<file path="config.mk">
export PLATFORM = sky130hd
export DESIGN_NAME = nes_pad_responder
export DESIGN_NICKNAME = d
export VERILOG_FILES = /design/src/rtl/nes_pad_responder.sv
export SDC_FILE = /design/constraint.sdc
export NUM_CORES = 1
export LEC_CHECK = 0
export ABC_AREA = 1
export BUFFER_PORTS_ARGS = -buffer_cell sky130_fd_sc_hd__buf_4
export CORE_MARGIN = 2
export CORE_UTILIZATION = 25
export CTS_BUF_LIST = sky130_fd_sc_hd__clkbuf_8 sky130_fd_sc_hd__clkbuf_16
export CTS_CLUSTER_SIZE = 25
export DETAILED_ROUTE_END_ITERATION = 10
export SYNTH_ARGS = -nofsm -noshare
export SYNTH_HDL_FRONTEND = slang
export SYNTH_SLANG_ARGS = --single-unit
</file>
<file path="constraint.sdc">
create_clock -name PCLK -period 1.51 [get_ports PCLK]
set_input_delay 0.151 -clock PCLK [delete_from_list [all_inputs] [get_ports PCLK]]
set_output_delay 0.151 -clock PCLK [all_outputs]
set_load 0.005 [all_outputs]
</file>
<file path="src/rtl/nes_pad_responder.sv">
// nes_pad_responder
//
// Purpose:
//   Emulates the controller side of an NES-style latch/clock/data gamepad
//   link. Eight raw button levels are synchronized and debounced. While the
//   initiator holds latch high, the debounced levels are continuously
//   captured. After latch falls, the captured snapshot is shifted out
//   MSB-first and active-low, one bit per rising edge of the initiator's
//   serial clock. Useful for board-level loopback and as a stand-in pad.
//
// Ports:
//   PCLK            in   system clock, all logic on its rising edge
//   PRESERN         in   asynchronous active-low reset
//   buttons_raw     in   [7:0] raw button levels, 1 = pressed, asynchronous
//                        [7]=A [6]=B [5]=Select [4]=Start
//                        [3]=Up [2]=Down [1]=Left [0]=Right
//   latch           in   parallel-load strobe from initiator, active-high, async
//   clock           in   serial shift clock from initiator, async, rising-edge
//   data            out  serial button data, active-low (0 = pressed)
//   buttons_stable  out  [7:0] debounced button levels, 1 = pressed
//   frame_count     out  [CNT_W-1:0] completed latch pulses, wraps
//   overrun         out  sticky: clock edge seen after all 8 bits were sent
//   busy            out  high while loading or shifting
//
// Parameters:
//   DEBOUNCE_MAX    consecutive PCLK cycles a raw level must disagree with
//                   the stable level before the stable level flips (1..65535)
//   CNT_W           width of each debounce counter and of the frame counter

module nes_pad_responder #(
  parameter int unsigned DEBOUNCE_MAX = 16,
  parameter int unsigned CNT_W        = 16
) (
  input  logic             PCLK,
  input  logic             PRESERN,
  input  logic [7:0]       buttons_raw,
  input  logic             latch,
  input  logic             clock,
  output logic             data,
  output logic [7:0]       buttons_stable,
  output logic [CNT_W-1:0] frame_count,
  output logic             overrun,
  output logic             busy
);

  typedef enum logic [1:0] {
    ST_IDLE  = 2'd0,
    ST_LOAD  = 2'd1,
    ST_SHIFT = 2'd2,
    ST_DONE  = 2'd3
  } state_t;

  localparam logic [CNT_W-1:0] DB_LAST = CNT_W'(DEBOUNCE_MAX - 1);

  state_t r_state;
  state_t w_nextState;

  logic [7:0]       r_rawMeta;
  logic [7:0]       r_rawSync;
  logic             r_latchMeta;
  logic             r_latchSync;
  logic             r_latchHist;
  logic             r_clockMeta;
  logic             r_clockSync;
  logic             r_clockHist;

  logic [CNT_W-1:0] r_dbCnt [8];
  logic [7:0]       r_stable;

  logic [7:0]       r_shiftReg;
  logic [2:0]       r_bitIdx;
  logic [CNT_W-1:0] r_frameCnt;
  logic             r_overrun;

  logic             w_latchRise;
  logic             w_latchFall;
  logic             w_clockRise;

  // Two-flop synchronizers for every asynchronous input, plus one history
  // flop on latch and clock so their edges can be detected in PCLK domain.
  always_ff @(posedge PCLK or negedge PRESERN) begin
    if (!PRESERN) begin
      r_rawMeta   <= '0;
      r_rawSync   <= '0;
      r_latchMeta <= 1'b0;
      r_latchSync <= 1'b0;
      r_latchHist <= 1'b0;
      r_clockMeta <= 1'b0;
      r_clockSync <= 1'b0;
      r_clockHist <= 1'b0;
    end else begin
      r_rawMeta   <= buttons_raw;
      r_rawSync   <= r_rawMeta;
      r_latchMeta <= latch;
      r_latchSync <= r_latchMeta;
      r_latchHist <= r_latchSync;
      r_clockMeta <= clock;
      r_clockSync <= r_clockMeta;
      r_clockHist <= r_clockSync;
    end
  end

  assign w_latchRise = r_latchSync & ~r_latchHist;
  assign w_latchFall = ~r_latchSync & r_latchHist;
  assign w_clockRise = r_clockSync & ~r_clockHist;

  // Per-bit debounce. Any cycle of agreement clears the counter, so only an
  // uninterrupted run of DEBOUNCE_MAX disagreeing cycles flips the stable
  // level. The counter is cleared on the flip, so it can never wrap.
  always_ff @(posedge PCLK or negedge PRESERN) begin
    if (!PRESERN) begin
      r_stable <= '0;
      for (int i = 0; i < 8; i++) begin
        r_dbCnt[i] <= '0;
      end
    end else begin
      for (int i = 0; i < 8; i++) begin
        if (r_rawSync[i] == r_stable[i]) begin
          r_dbCnt[i] <= '0;
        end else if (r_dbCnt[i] == DB_LAST) begin
          r_stable[i] <= ~r_stable[i];
          r_dbCnt[i]  <= '0;
        end else begin
          r_dbCnt[i] <= r_dbCnt[i] + CNT_W'(1);
        end
      end
    end
  end

  // State register.
  always_ff @(posedge PCLK or negedge PRESERN) begin
    if (!PRESERN) begin
      r_state <= ST_IDLE;
    end else begin
      r_state <= w_nextState;
    end
  end

  // Next-state logic. A latch rise restarts the transfer from any state and
  // takes priority over a clock rise in the same cycle.
  always_comb begin
    w_nextState = r_state;
    if (w_latchRise) begin
      w_nextState = ST_LOAD;
    end else begin
      case (r_state)
        ST_IDLE:  w_nextState = ST_IDLE;
        ST_LOAD:  if (w_latchFall) w_nextState = ST_SHIFT;
        ST_SHIFT: if (w_clockRise && (r_bitIdx == 3'd7)) w_nextState = ST_DONE;
        ST_DONE:  w_nextState = ST_DONE;
        default:  w_nextState = ST_IDLE;
      endcase
    end
  end

  // Datapath: snapshot register, bit index, frame counter and overrun flag.
  // While latch is high the snapshot tracks buttons_stable every cycle so the
  // frame carries the level present when latch falls. Clock edges during LOAD
  // are ignored; a clock still high at latch fall never produces a rise.
  always_ff @(posedge PCLK or negedge PRESERN) begin
    if (!PRESERN) begin
      r_shiftReg <= '0;
      r_bitIdx   <= '0;
      r_frameCnt <= '0;
      r_overrun  <= 1'b0;
    end else if (w_latchRise) begin
      r_shiftReg <= r_stable;
      r_bitIdx   <= '0;
      r_overrun  <= 1'b0;
    end else begin
      case (r_state)
        ST_LOAD: begin
          if (w_latchFall) begin
            r_bitIdx   <= '0;
            r_frameCnt <= r_frameCnt + CNT_W'(1);
          end else if (r_latchSync) begin
            r_shiftReg <= r_stable;
          end
        end
        ST_SHIFT: begin
          if (w_clockRise) begin
            r_shiftReg <= {r_shiftReg[6:0], 1'b0};
            r_bitIdx   <= r_bitIdx + 3'd1;
          end
        end
        ST_DONE: begin
          if (w_clockRise) begin
            r_overrun <= 1'b1;
          end
        end
        default: begin
        end
      endcase
    end
  end

  // Output logic. data is decoded from state so a reset forces it high
  // immediately. In LOAD the live debounced MSB is presented so the
  // initiator sees the first bit before latch falls.
  always_comb begin
    data = 1'b1;
    busy = 1'b0;
    case (r_state)
      ST_LOAD: begin
        data = ~r_stable[7];
        busy = 1'b1;
      end
      ST_SHIFT: begin
        data = ~r_shiftReg[7];
        busy = 1'b1;
      end
      default: begin
        data = 1'b1;
        busy = 1'b0;
      end
    endcase
  end

  assign buttons_stable = r_stable;
  assign frame_count    = r_frameCnt;
  assign overrun        = r_overrun;

endmodule
</file>
==> results.toml, run 1 <==
[clock_tree]
clkTransAtPathRegs_ps = 70
htree_levels = 4
insertion_delay_ps = 420
cts_sinks = 188
cts-root-buf = "clkbuf_16"
cts_made_buffers = 17
clk_path_buf_depth = 2
cts_tree = "done"

[power]
powerDensity_mw_per_mm2 = 987.6
power.total_w = 0.01164
peakVddDrop_mv = 0.7670
total_leakage_power_nw = 5.213

[timing]
fin_skew_ps = 12.42
fin_worst_hold_slack_ps = 222.9
rsz0062_at_grt = "true"
finalHoldViolations = 0
tightest_slew_ps = 383.7
maxSlewViolCount = 0
period_share_pct = 108.3
fmax_mhz = 611.5
max_slew_margin_pct = 74.42
setup_viol = 5
layout_setup_ws_ps = -125.4
min_period_ps = 1635

[global_routing]
antenna_found_initial = 0
grt_pass1_vias = 7905
grt_max_degree = 43
overflow = 0
grt_pass1_wl_mm = 35.63
track_usage_pct = 10.46

[yosys]
ys_ff_latch = 188
synth.top_cell.area_share_pct = 48.70
yosysWarnings = 0
netlist_area_mm2 = 0.009659
synth.area.top_cells = "dfrtp_1 (49%), nand2_1 (15%), nor2_1 (11%)"
synth_cell_types = 31
yosysSeqAreaShare_pct = 48.70
yosysTopAreaCell = "dfrtp_1"
syn_nets = 1296
syn-instance-count = 1267
avgSynthCellArea_um2 = 7.624

[worst_setup_path]
r2r_cells = 9
critical_path_class = "reg -> out"
r2r-end = "r_shiftReg[6]"
cp-start-kind = "flop"
worst_ep_arrival_time_ps = 1480
cp_data_required_time_ps = 1360
cp-end-kind = "primary output"
path_max_fanout = 2
r2r_slack_ps = -50
r2r_start = "r_latchHist"

[floorplanning]
ios = 39
initial_core_util_pct = 25.17
die_w_um = 200.6
core_mm2 = 0.03838
die_h_um = 200.6
dieArea_mm2 = 0.04023
rows = 72

[run]
cap_viol_max_count = 0

[placed_design]
place_congestion = 0.8798
place_ws_ps = -29.79
io_buffers = 38
post-dp-hpwl_mm = 14.89

[routing]
vias = 8028
antenna_left = 0
totalWireLength_mm = 20.44
drt_first_pass_iters = 5
viasPerCell = 4.214
drt_iter0_markers = 442
remaining_drc_errors = 0
routedWlPerCell_um = 10.73

[layout]
syn2layout_area_growth_pct = 21.97
final_util_pct = 30.70
num_antenna_cells = 0
drive_gt1_share_pct = 12.33
final_nets = 1403

[worst_hold_path]
holdCritPathClass = "in -> async"

[outcome]
violations = "setup timing"
status = "complete, but fails checks"
## cell families after synthesis
kind of cell	synth area share (%)
AOI/OAI and AO/OA	3.899
xor gates and xnor gates	5.350
adders and majority gates	2.202
buffers and inverters	5.946
DFF	48.70
muxes	0.1166
and+or+nand+nor	33.78
## cell usage after synthesis
cell	instances
o21bai_1	8
nor3b_2	2
dfrtp_1	188
nand2_2	5
clkbuf_1	7
inv_2	1
xor2_1	29
nor2_8	1
nor3_1	13
nor2_2	7
buf_6	1
inv_1	140
nor3b_1	4
buf_4	1
nand4_1	37
nor2_4	6
o21ai_2	2
or2_2	1
xnor2_1	30
nand3b_1	1
a21oi_1	7
nand3_1	45
nand2_1	380
ha_1	17
mux2_2	1
nor2_1	278
o221ai_1	1
o21ai_1	11
nand3_4	1
nand2_4	2
o21ai_0	40
## flip-flops by register name, indices dropped and copies added (netlist names)
register,flops
overrun,1
frame_count,16
r_dbCnt,128
r_latchHist,1
buttons_stable,8
r_state,2
r_clockSync,1
r_latchSync,1
r_clockHist,1
r_bitIdx,3
r_rawSync,8
r_latchMeta,1
r_shiftReg,8
r_rawMeta,8
r_clockMeta,1
## report_power, final
group	switching, W	leakage [nW]	internal [W]
registers	0.000176	2.54	0.00523
clock network	0.00201	0.280	0.00232
logic	0.00100	2.39	0.000897
total	0.00319	5.21	0.00845
## placed cells by master, fill, tap and decap left out, drive strengths merged, types with 6 or more instances in the layout
| master | count |
|---|---|
| inv | 143 |
| xor2 | 29 |
| xnor2 | 30 |
| dlygate4sd3 | 11 |
| nor3b | 6 |
| nand4 | 37 |
| clkbuf | 19 |
| clkinv | 10 |
| o21bai | 8 |
| ha | 17 |
| nor2 | 293 |
| buf | 84 |
| nand2 | 387 |
| o21ai | 53 |
| a21oi | 7 |
| nor3 | 13 |
| dfrtp | 188 |
| nand3 | 46 |
## per-layer routing
metal  vias to the layer above  global-route usage (%)  wire length (um)
met3                        32                   1.867               497
met1                      3743                   13.12              9699
li1                       4148                       -                 -
met5                         -                       0                 0
met2                       105                   18.12              9794
met4                         0                   3.571               445
## worst max path at each step
stage | from | end | depth (start not counted) | slack (ps)
after floorplan | r_state[1] | frame_count[13] | 9 | 90
after global placement | r_state[1] | frame_count[13] | 9 | 20
after detailed placement | r_state[1] | frame_count[15] | 9 | -30
after CTS | r_state[0] | data | 5 | -140
after global routing | r_state[1] | data | 5 | -190
final | r_state[1] | data | 5 | -130
## repair_timing
item,in CTS,in global routing
endpoints found under the setup margin,13,43
hold buffers,11,0
gates resized for setup,13,25
endpoints found under the hold margin,45,0
pin swaps,3,7
cloned,0,2
buffers inserted,4,4
## through the flow
step | TNS, ps | area [um2] | instances
2_1_floorplan | 0 | 9659 | 1267
3_3_place_gp | 0 | 10890 | 1852
3_5_place_dp | -107.6 | 10890 | 1852
4_1_cts | -232.4 | 11650 | 1899
5_1_grt | -1002 | 11780 | 1905
6_report | -320.1 | 11780 | 1905
## area by class of cell
| type | instances | area (um2) |
|---|---|---|
| clock buffers | 18 | 439.2 |
| clock inverters | 14 | 120.1 |
| fillers | 4089 | 26600 |
| inverters | 141 | 534.3 |
| multi-input cells | 930 | 4517 |
| flip-flops and latches | 188 | 4706 |
| well taps | 518 | 648.1 |
| repair buffers | 96 | 817.0 |
## worst max-delay path, cell delays in order (launching register included)
cell	delay, ps
dfrtp_1	370
inv_2	70
buf_6	120
ha_4	270
o221ai_2	90
buf_4	150
Note: power is estimated with default switching activity, not from simulation.
==> run 2, diff against run 1 <==
--- a/config.mk
+++ b/config.mk
@@ -12,6 +12,7 @@
 export CTS_BUF_LIST = sky130_fd_sc_hd__clkbuf_8 sky130_fd_sc_hd__clkbuf_16
 export CTS_CLUSTER_SIZE = 25
 export DETAILED_ROUTE_END_ITERATION = 10
+export RECOVER_POWER = 25
 export SYNTH_ARGS = -nofsm -noshare
 export SYNTH_HDL_FRONTEND = slang
 export SYNTH_SLANG_ARGS = --single-unit
==> run 2 against run 1 <==
  * The run still ends with setup timing left
  * Count of clock-buffer cells in the layout is the same
  * Via count rose by 0.11%
  * Global-route usage unchanged
  * Die area stayed put
  * Critical path depth unchanged
  * Cell count is the same
  * First-iteration DRC count rose by 3.8%
  * Combinational power hardly changed
  * Wire length is essentially flat
  * Critical path type unchanged
  * Critical endpoint unchanged
  * Largest power group unchanged
==> results.toml, run 2 (synthesized netlist as in run 1, its figures left out) <==
[worst_setup_path]
critical_path_class = "reg -> out"
cp_data_required_time_ps = 1360
worst_ep_arrival_time_ps = 1480
r2r_start = "r_latchHist"
startpoint = "r_state[1]"
cp-end-kind = "primary output"
cp-start-kind = "flop"
path_max_fanout = 2

[clock_tree]
cts_made_buffers = 17
cts_tree = "done"
cts_sinks = 188
htree_levels = 4
clkTransAtPathRegs_ps = 70
insertion_delay_ps = 420
cts-root-buf = "clkbuf_16"
clk_path_buf_depth = 2

[floorplanning]
ios = 39
dieArea_mm2 = 0.04023
die_h_um = 200.6
core_mm2 = 0.03838
initial_core_util_pct = 25.17
rows = 72
die_w_um = 200.6

[layout]
syn2layout_area_growth_pct = 21.88
stdcell_count = 1905
num-fill-cells = 4089
largest_register_ffs = 128
final_nets = 1403
final_common_cell = "nand2_1"
final_util_pct = 30.68
layout_common_cells = "nand2_1 (377), nor2_1 (276), dfrtp_1 (187)"
num_antenna_cells = 0
drive_gt1_share_pct = 12.33
regMostFlops = "r_dbCnt"

[timing]
fin_worst_hold_slack_ps = 349.6
min_period_ps = 1635
fin_skew_ps = 12.42
maxSlewViolCount = 0
max_slew_margin_pct = 21.67
setup_viol = 5
tightest_slew_ps = 1175
fmax_mhz = 611.5
finalHoldViolations = 0
period_share_pct = 108.3
layout_setup_ws_ps = -125.3
rsz0062_at_grt = "true"

[global_routing]
grt_pass1_vias = 7905
antenna_found_initial = 0
grt_pass1_wl_mm = 35.63
track_usage_pct = 10.46
grt_max_degree = 43
overflow = 0

[power]
total_leakage_power_nw = 5.208
peakVddDrop_mv = 0.7665
power.total_w = 0.01163
powerDensity_mw_per_mm2 = 988.1

[routing]
routedWlPerCell_um = 10.72
vias = 8037
viasPerCell = 4.219
antenna_left = 0
drt_iter0_markers = 459
drt_first_pass_iters = 5
totalWireLength_mm = 20.43
remaining_drc_errors = 0

[outcome]
status = "complete, but fails checks"
violations = "setup timing"

[placed_design]
post-dp-hpwl_mm = 14.89
dp.cells = 1852
place_congestion = 0.8798
io_buffers = 38
place_ws_ps = -29.79

[worst_hold_path]
holdCritPathClass = "reg -> reg"
worstHoldStart = "r_rawMeta[5]"

[run]
cap_viol_max_count = 0
[run 2: final timing paths]
| kind | end | slack (ps) | cells past startpoint |
|---|---|---|---|
| worst max-delay path | data | -130 | 5 |
| worst min-delay path | r_rawSync[5] | 350 | 0 |
| worst max register to register | r_shiftReg[6] | -50 | 9 |
| worst min register to register | r_rawSync[5] | 350 | 0 |
| max in group asynchronous | r_rawSync[5] | 180 | 3 |
| min in group asynchronous | frame_count[15] | 500 | 2 |
[run 2: per-layer routing]
layer  up-vias  track usage (%)  wire, um
met1      3748            13.12      9715
met3        32            1.867       469
met2       109            18.12      9798
met4         0            3.571       445
li1       4148                -         -
met5         -                0         0
[run 2: power breakdown]
group / internal, W / leakage, nW / switching, W / total [W]
registers: 0.00523 / 2.54 / 0.000176 / 0.00541
clock network: 0.00232 / 0.280 / 0.00201 / 0.00433
logic: 0.000894 / 2.38 / 0.00100 / 0.00190
[run 2: repair_timing]
action                                 CTS  global route
setup buffers                            4             4
pin swaps                                3             7
hold buffers                            11             0
gates resized for setup                 13            25
setup endpoints to repair               13            43
cloned                                   0             2
endpoints found under the hold margin   45             0
[run 2: layout make-up]
type                       instances  area, um2  area share [%]
clock buffer                      18      439.2           3.730
clock inverter                    14      120.1           1.020
inverter                         141      534.3           4.538
timing repair buffer              96      808.3           6.866
sequential                       188       4706           39.97
multi-input combinational        930       4517           38.37
tap                              518      648.1           5.505
[run 2: critical path, cell delays in order (launching register included)]
cell,delay [ps]
dfrtp_1,370
inv_2,70
buf_6,120
ha_4,270
o221ai_2,90
buf_4,150
[run 2: stage by stage]
step                      TNS, ps  area [um2]
final                      -319.7       11770
after global routing        -1021       11770
after CTS                  -232.4       11650
after detailed placement   -107.6       10890
after global placement          0       10890
after floorplan                 0        9659
